<file path="config.mk">
export PLATFORM = sky130hd
export DESIGN_NAME = bcd_to_binary
export DESIGN_NICKNAME = d
export VERILOG_FILES = /design/src/rtl/bcd_to_binary.sv
export SDC_FILE = /design/constraint.sdc
export NUM_CORES = 1
export LEC_CHECK = 0
export ABC_AREA = 0
export CAP_MARGIN = 40
export CORE_AREA = 2 2 39 41
export CTS_BUF_LIST = sky130_fd_sc_hd__clkbuf_16
export CTS_CLUSTER_DIAMETER = 100
export CTS_CLUSTER_SIZE = 10
export DETAILED_ROUTE_END_ITERATION = 7
export DIE_AREA = 0 0 41 43
export PLACE_DENSITY = 0.45
export SETUP_SLACK_MARGIN = 0.4
export SYNTH_ARGS = -nofsm -noshare
export SYNTH_HDL_FRONTEND = slang
export SYNTH_SLANG_ARGS = --single-unit
export TNS_END_PERCENT = 5
</file>
<file path="constraint.sdc">
create_clock -name clk -period 0.8 [get_ports clk]
set_clock_uncertainty 0.05 [all_clocks]
set_input_delay 0.12 -clock clk [delete_from_list [all_inputs] [get_ports clk]]
set_output_delay 0.12 -clock clk [all_outputs]
set_load 0.02 [all_outputs]
</file>
<file path="src/rtl/bcd_to_binary.sv">
// Registered BCD-to-binary converter: clamps illegal digits to 9 and flags them.
// Define BCD_TENS_EN to add a tens digit (bin = tens*10 + ones); otherwise ones digit only.
module bcd_to_binary (
    input  logic       clk,
    input  logic       rst,
`ifdef BCD_TENS_EN
    input  logic [3:0] bcd_tens,
`endif
    input  logic [3:0] bcd,
    output logic [6:0] bin,
    output logic       invalid
);

    localparam int unsigned DIGIT_W = 4;
    localparam int unsigned BIN_W   = 7;
    localparam logic [DIGIT_W-1:0] DIGIT_MAX = DIGIT_W'(9);

    logic               ones_bad;
    logic [DIGIT_W-1:0] ones_cl;
    logic [BIN_W-1:0]   bin_nxt;
    logic               invalid_nxt;

`ifdef BCD_TENS_EN
    logic               tens_bad;
    logic [DIGIT_W-1:0] tens_cl;
    logic [BIN_W-1:0]   tens_w;

    // Clamp the tens digit; x10 as (t<<3)+(t<<1) fits in 7 bits since the max is 99
    always_comb begin
        tens_bad = 1'b0;
        tens_cl  = bcd_tens;
        tens_w   = '0;
        if (bcd_tens > DIGIT_MAX) begin
            tens_bad = 1'b1;
            tens_cl  = DIGIT_MAX;
        end
        tens_w = BIN_W'(tens_cl);
    end
`endif

    // Clamp the ones digit and form the next result
    always_comb begin
        ones_bad    = 1'b0;
        ones_cl     = bcd;
        bin_nxt     = '0;
        invalid_nxt = 1'b0;
        if (bcd > DIGIT_MAX) begin
            ones_bad = 1'b1;
            ones_cl  = DIGIT_MAX;
        end
`ifdef BCD_TENS_EN
        bin_nxt     = (tens_w << 3) + (tens_w << 1) + BIN_W'(ones_cl);
        invalid_nxt = ones_bad | tens_bad;
`else
        bin_nxt     = BIN_W'(ones_cl);
        invalid_nxt = ones_bad;
`endif
    end

    always_ff @(posedge clk or posedge rst) begin
        if (rst) begin
            bin     <= '0;
            invalid <= 1'b0;
        end else begin
            bin     <= bin_nxt;
            invalid <= invalid_nxt;
        end
    end

endmodule

</file>
==> results of run 1 <==
flip-flops by register name, indices dropped and copies added, names as in the netlist:
name and cells:
bin 4, invalid 1
path summary, 6_finish.rpt:
check / from / endpoint / slack, ns / depth (start not counted)
worst max-delay path: invalid / invalid / -0.09 / 1
worst min-delay path: bcd[3] / bin[3] / -0.005 / 1
max in group asynchronous: rst / bin[1] / 0.49 / 2
min in group asynchronous: rst / bin[0] / 0.05 / 2
layout make-up:
| type | count | share of cell area (%) |
|---|---|---|
| Inverter | 1 | 1.09 |
| Sequential cell | 5 | 36.5 |
| Tap cell | 16 | 5.84 |
| Timing Repair Buffer | 10 | 22.6 |
| Multi-Input combinational cell | 7 | 10.9 |
| Clock inverter | 1 | 1.09 |
| Clock buffer | 3 | 21.9 |
Yosys cell counts (all sizes together):
cell	instances
or2	1
conb	1
o21a	1
nor2b	2
buf	3
inv	1
clkbuf	1
dfrtp	5
repair_timing:
action / 4_1_cts / 5_1_grt
setup endpoints to repair: 10 / 7
gates resized for setup: 33 / 3
endpoints found under the hold margin: 0 / 0
pin swaps: 2 / 2
power by group:
| group | internal [mW] | switching (mW) | total [mW] |
|---|---|---|---|
| sequential | 0.268 | 0.00335 | 0.272 |
| clock | 0.646 | 0.154 | 0.800 |
| combinational | 0.0367 | 0.0486 | 0.0853 |
| total | 0.952 | 0.206 | 1.16 |
cells by family (layout without fill, tap and decap cells):
logic type	count (synthesis)	in the layout	synth area share, %
flip-flops	5	5	67.6
buffers and inverters	5	15	16.2
AND/OR/NAND/NOR	3	3	10.1
other	1	3	2.03
AO/OA/AOI/OAI	1	1	4.06
through the flow:
stage / power, mW / area [um2] / hold slack [ns]
2_1_floorplan: 0.331 / 193 / -0.151
3_3_place_gp: 0.375 / 287 / 0.275
3_5_place_dp: 0.376 / 287 / 0.293
4_1_cts: 1.17 / 337 / 0.0624
5_1_grt: 1.19 / 343 / 0.00185
6_report: 1.16 / 343 / -0.00490
per-layer routing:
| layer | vias to the layer above | share of wire (%) |
|---|---|---|
| met4 | 0 | 4.9 |
| met1 | 55 | 24 |
| met5 | - | 0 |
| met3 | 2 | 17 |
| met2 | 10 | 54 |
| li1 | 60 | - |
==> qor.yml, run 1 <==
status:
  status: "finished, violations left"
  violations: "hold timing, setup timing"
global_routing:
  grtUsageMet1_pct: 2.92
  grt_antenna_before_repair: 0
  grt_pass1_vias: 119
  grtUsageMet2_pct: 5.94
  grt_max_degree: 6
  grt_overflow: 0
  top_usage_layer: "met4"
  use_met3_pct: 2.09
  grt_pass1_wl_um: 469
  grt_usage_pct: 5.34
floorplan:
  die_w_um: 41
  core_um2: 1380
  die_y_um: 43
  pin_count: 14
  start_util_pct: 13.4
  rows: 14
  die-area_um2: 1760
timing:
  hold_ws_ns: -0.00490
  rsz0062_at_grt: "yes"
  finalHoldViolations: 1
  fmax_mhz: 1120
  setup_ws_ns: -0.0900
  fin_crit_ns: 0.890
  slew_violations: 0
  fin_tns_setup_ns: -0.445
  setup_viol: 5
  period_share_pct: 111
logic_synthesis:
  synth_cell_types: 8
  yosysWarnings: 0
  synth.area.top_cells: "dfrtp_1, buf_4, nor2b_1, o21a_1, or2_1"
  yosysSeqAreaShare_pct: 67.6
  syn_area_um2: 185
  synth_seq_cells: 5
  synthCells: 15
  synth.top_cell.area_share_pct: 67.6
  yosys.area.top_type: "dfrtp_1"
  syn_avg_cell_area_um2: 12.3
drt:
  via_count: 127
  first_pass_iters: 2
  post_drt_wl_per_cell_um: 8.02
  drc: 0
  wl_um: 345
  antenna_left: 0
  routed_via_density: 2.95
  drtIter0Drc: 1
power_and_ir_drop:
  peakVddDrop_uv: 674
  p_leak_nw: 0.174
  power_density_nw_per_um2: 3380
flow_run:
  max-cap-violations: 0
finish:
  syn_to_final_growth_pct: 85.1
  antenna_cells: 0
  seq_area_um2: 125
  layout_common_cells: "dfrtp_1, buf_2, conb_1, clkbuf_16, buf_6"
  stdcell_count: 43
  multi_input_area_um2: 37.5
  drive_gt1_share_pct: 40.7
  fin_nets: 34
  fillCellCount: 151
  utilization_pct: 24.8
worst_setup_path:
  path_max_fanout: 1
  cpPeakStageDelay_ns: 0.34
  cpLargestDelayFamily: "flip-flops"
  cp_slowest_cell: "dfrtp_1"
  path_cells: "buf_2"
  start_kind: "flip-flop"
  required_ns: 0.63
  critical_path_class: "flip-flop to output port"
  endpoint_kind: "output port"
  crit_arrival_ns: 0.72
  path_buf_inv: 1
clock_tree:
  cts_buffers: 3
  cts-root-buf: "clkbuf_16"
  htree_levels: 1
  postCtsSetupBuffers: 0
  cts_tree: "yes"
  ctsHoldBuffers: 0
  clk_pin_slew_ns: 0.03
  cts_buffer_depth: 2
  clock-sinks: 5
placed_design:
  dp_hpwl_um: 241
  place_inst: 39
  io_buffer_count: 10
  routabilityCongestion: 0.572
  dp_slack_ns: -0.317
hold_path:
  hold_class: "input port to flip-flop"
Power figures use the tool's default switching activity.
==> run 2: changes to the inputs <==
Settings changed: CTS_CLUSTER_SIZE 10 to default.
==> results of run 2 <==
Final layout, timing and power as in run 1 (identical DEF).
==> run 3: changes to the inputs <==
Settings changed: CORE_AREA 2 2 39 41 to 4 4 41 43, DIE_AREA 0 0 41 43 to 0 0 45 47.
==> qor.yml, run 3 (synthesized netlist as in run 1, its figures left out) <==
status:
  status: "finished, violations left"
  violations: "setup timing"
finish:
  mostFrequentLayoutCell: "buf_6"
  drive_gt1_share_pct: 42.9
  largest_register: "bin"
  top_regs: "bin x4, invalid x1"
  largest_register_ffs: 4
  utilization_pct: 28.8
  syn_to_final_growth_pct: 103
  fin_area_um2: 375
  fin_nets: 35
  layout_common_cells: "buf_6, dfrtp_1, conb_1, clkbuf_16"
  antenna_cells: 0
floorplan:
  die_w_um: 45
  pin_count: 14
  core_um2: 1300
  die-area_um2: 2120
  start_util_pct: 14.2
  die_y_um: 47
  rows: 13
global_routing:
  grt_pass1_wl_um: 614
  grt_max_degree: 6
  grt_antenna_before_repair: 0
  grt_pass1_vias: 168
  grt_usage_pct: 4.77
  grt_overflow: 0
worst_setup_path:
  setup.worst_path.end: "bin[1]"
  crit_arrival_ns: 0.72
  start_kind: "flip-flop"
  cp.depth: 1
  cpLargestDelayFamily: "flip-flops"
  critical_path_class: "flip-flop to output port"
  cpPeakStageDelay_ns: 0.37
  startpoint: "bin[1]"
  path_max_fanout: 1
  cp_slowest_cell: "dfrtp_1"
  path_cells: "buf_6"
  required_ns: 0.63
  endpoint_kind: "output port"
  path_buf_inv: 1
clock_tree:
  cts-root-buf: "clkbuf_16"
  clk_pin_slew_ns: 0.03
  cts_buffers: 3
  htree_levels: 1
  cts_tree: "yes"
  clock-sinks: 5
  cts_buffer_depth: 2
  ctsHoldBuffers: 0
timing:
  finalHoldViolations: 0
  fmax_mhz: 1120
  period_share_pct: 111
  slew_violations: 0
  rsz0062_at_grt: "yes"
  setup_viol: 5
  setup_ws_ns: -0.0906
  fin_tns_setup_ns: -0.435
  fin_crit_ns: 0.891
placed_design:
  dp_slack_ns: -0.312
  routabilityCongestion: 0.662
  dpl_cell_area_um2: 293
  io_buffer_count: 10
drt:
  via_count: 132
  routed_via_density: 3.07
  antenna_left: 0
  drtIter0Drc: 0
  wl_um: 387
  drc: 0
  post_drt_wl_per_cell_um: 9.00
  first_pass_iters: 1
power_and_ir_drop:
  p_leak_nw: 0.195
  power.total_mw: 1.17
  power_density_nw_per_um2: 3130
  peakVddDrop_uv: 833
hold_path:
  hold_class: "input port to async pin"
flow_run:
  max-cap-violations: 0
[run 3: changes by cell type in the layout (fill, tap and decap cells not counted), sizes merged]
cell,delta
buf,+1
dlygate4sd2,-1
dlymetal6s2s,+1
[run 3: area by class of cell]
| class | instances | area, um2 |
|---|---|---|
| fillers | 148 | 926 |
| flip-flops and latches | 5 | 125 |
| repair buffers | 11 | 111 |
| clock buffers | 3 | 75.1 |
| multi-input cells | 7 | 37.5 |
| well taps | 15 | 18.8 |
| clock inverters | 1 | 3.75 |
| inverters | 1 | 3.75 |
[run 3: power breakdown]
| group | switching (mW) | internal (mW) | leakage, nW | total [mW] |
|---|---|---|---|---|
| sequential | 0.00573 | 0.269 | 0.0603 | 0.274 |
| combinational | 0.0516 | 0.0528 | 0.0919 | 0.104 |
| clock | 0.150 | 0.646 | 0.0423 | 0.796 |
| total | 0.207 | 0.967 | 0.195 | 1.17 |
[run 3: repair_timing]
| item | 4_1_cts | 5_1_grt |
|---|---|---|
| gates resized for setup | 39 | 5 |
| pin swaps | 0 | 2 |
| setup endpoints to repair | 10 | 6 |
| buffers inserted | 0 | 0 |
[run 3: how the worst min path moves through the flow]
stage / startpoint / to / slack [ns]
after floorplan: rst / bin[0] / -0.15
after global placement: rst / bin[1] / 0.28
after detailed placement: rst / bin[0] / 0.28
after CTS: rst / bin[0] / 0.06
after global routing: rst / invalid / 0.08
final: rst / bin[0] / 0.05
[run 3: per-stage QoR]
stage	hold slack, ns	instances
6_report	0.0521	43
5_1_grt	0.0762	43
4_1_cts	0.0568	43
3_5_place_dp	0.284	39
3_3_place_gp	0.275	39
2_1_floorplan	-0.151	17
[run 3: metal layers]
layer / up-vias / share of wire, % / global-route usage (%)
met4: 0 / 0 / 7.02
met5: - / 0 / 0
li1: 62 / - / -
met2: 14 / 40 / 5.37
met1: 56 / 36 / 4.16
met3: 0 / 23 / 4.21
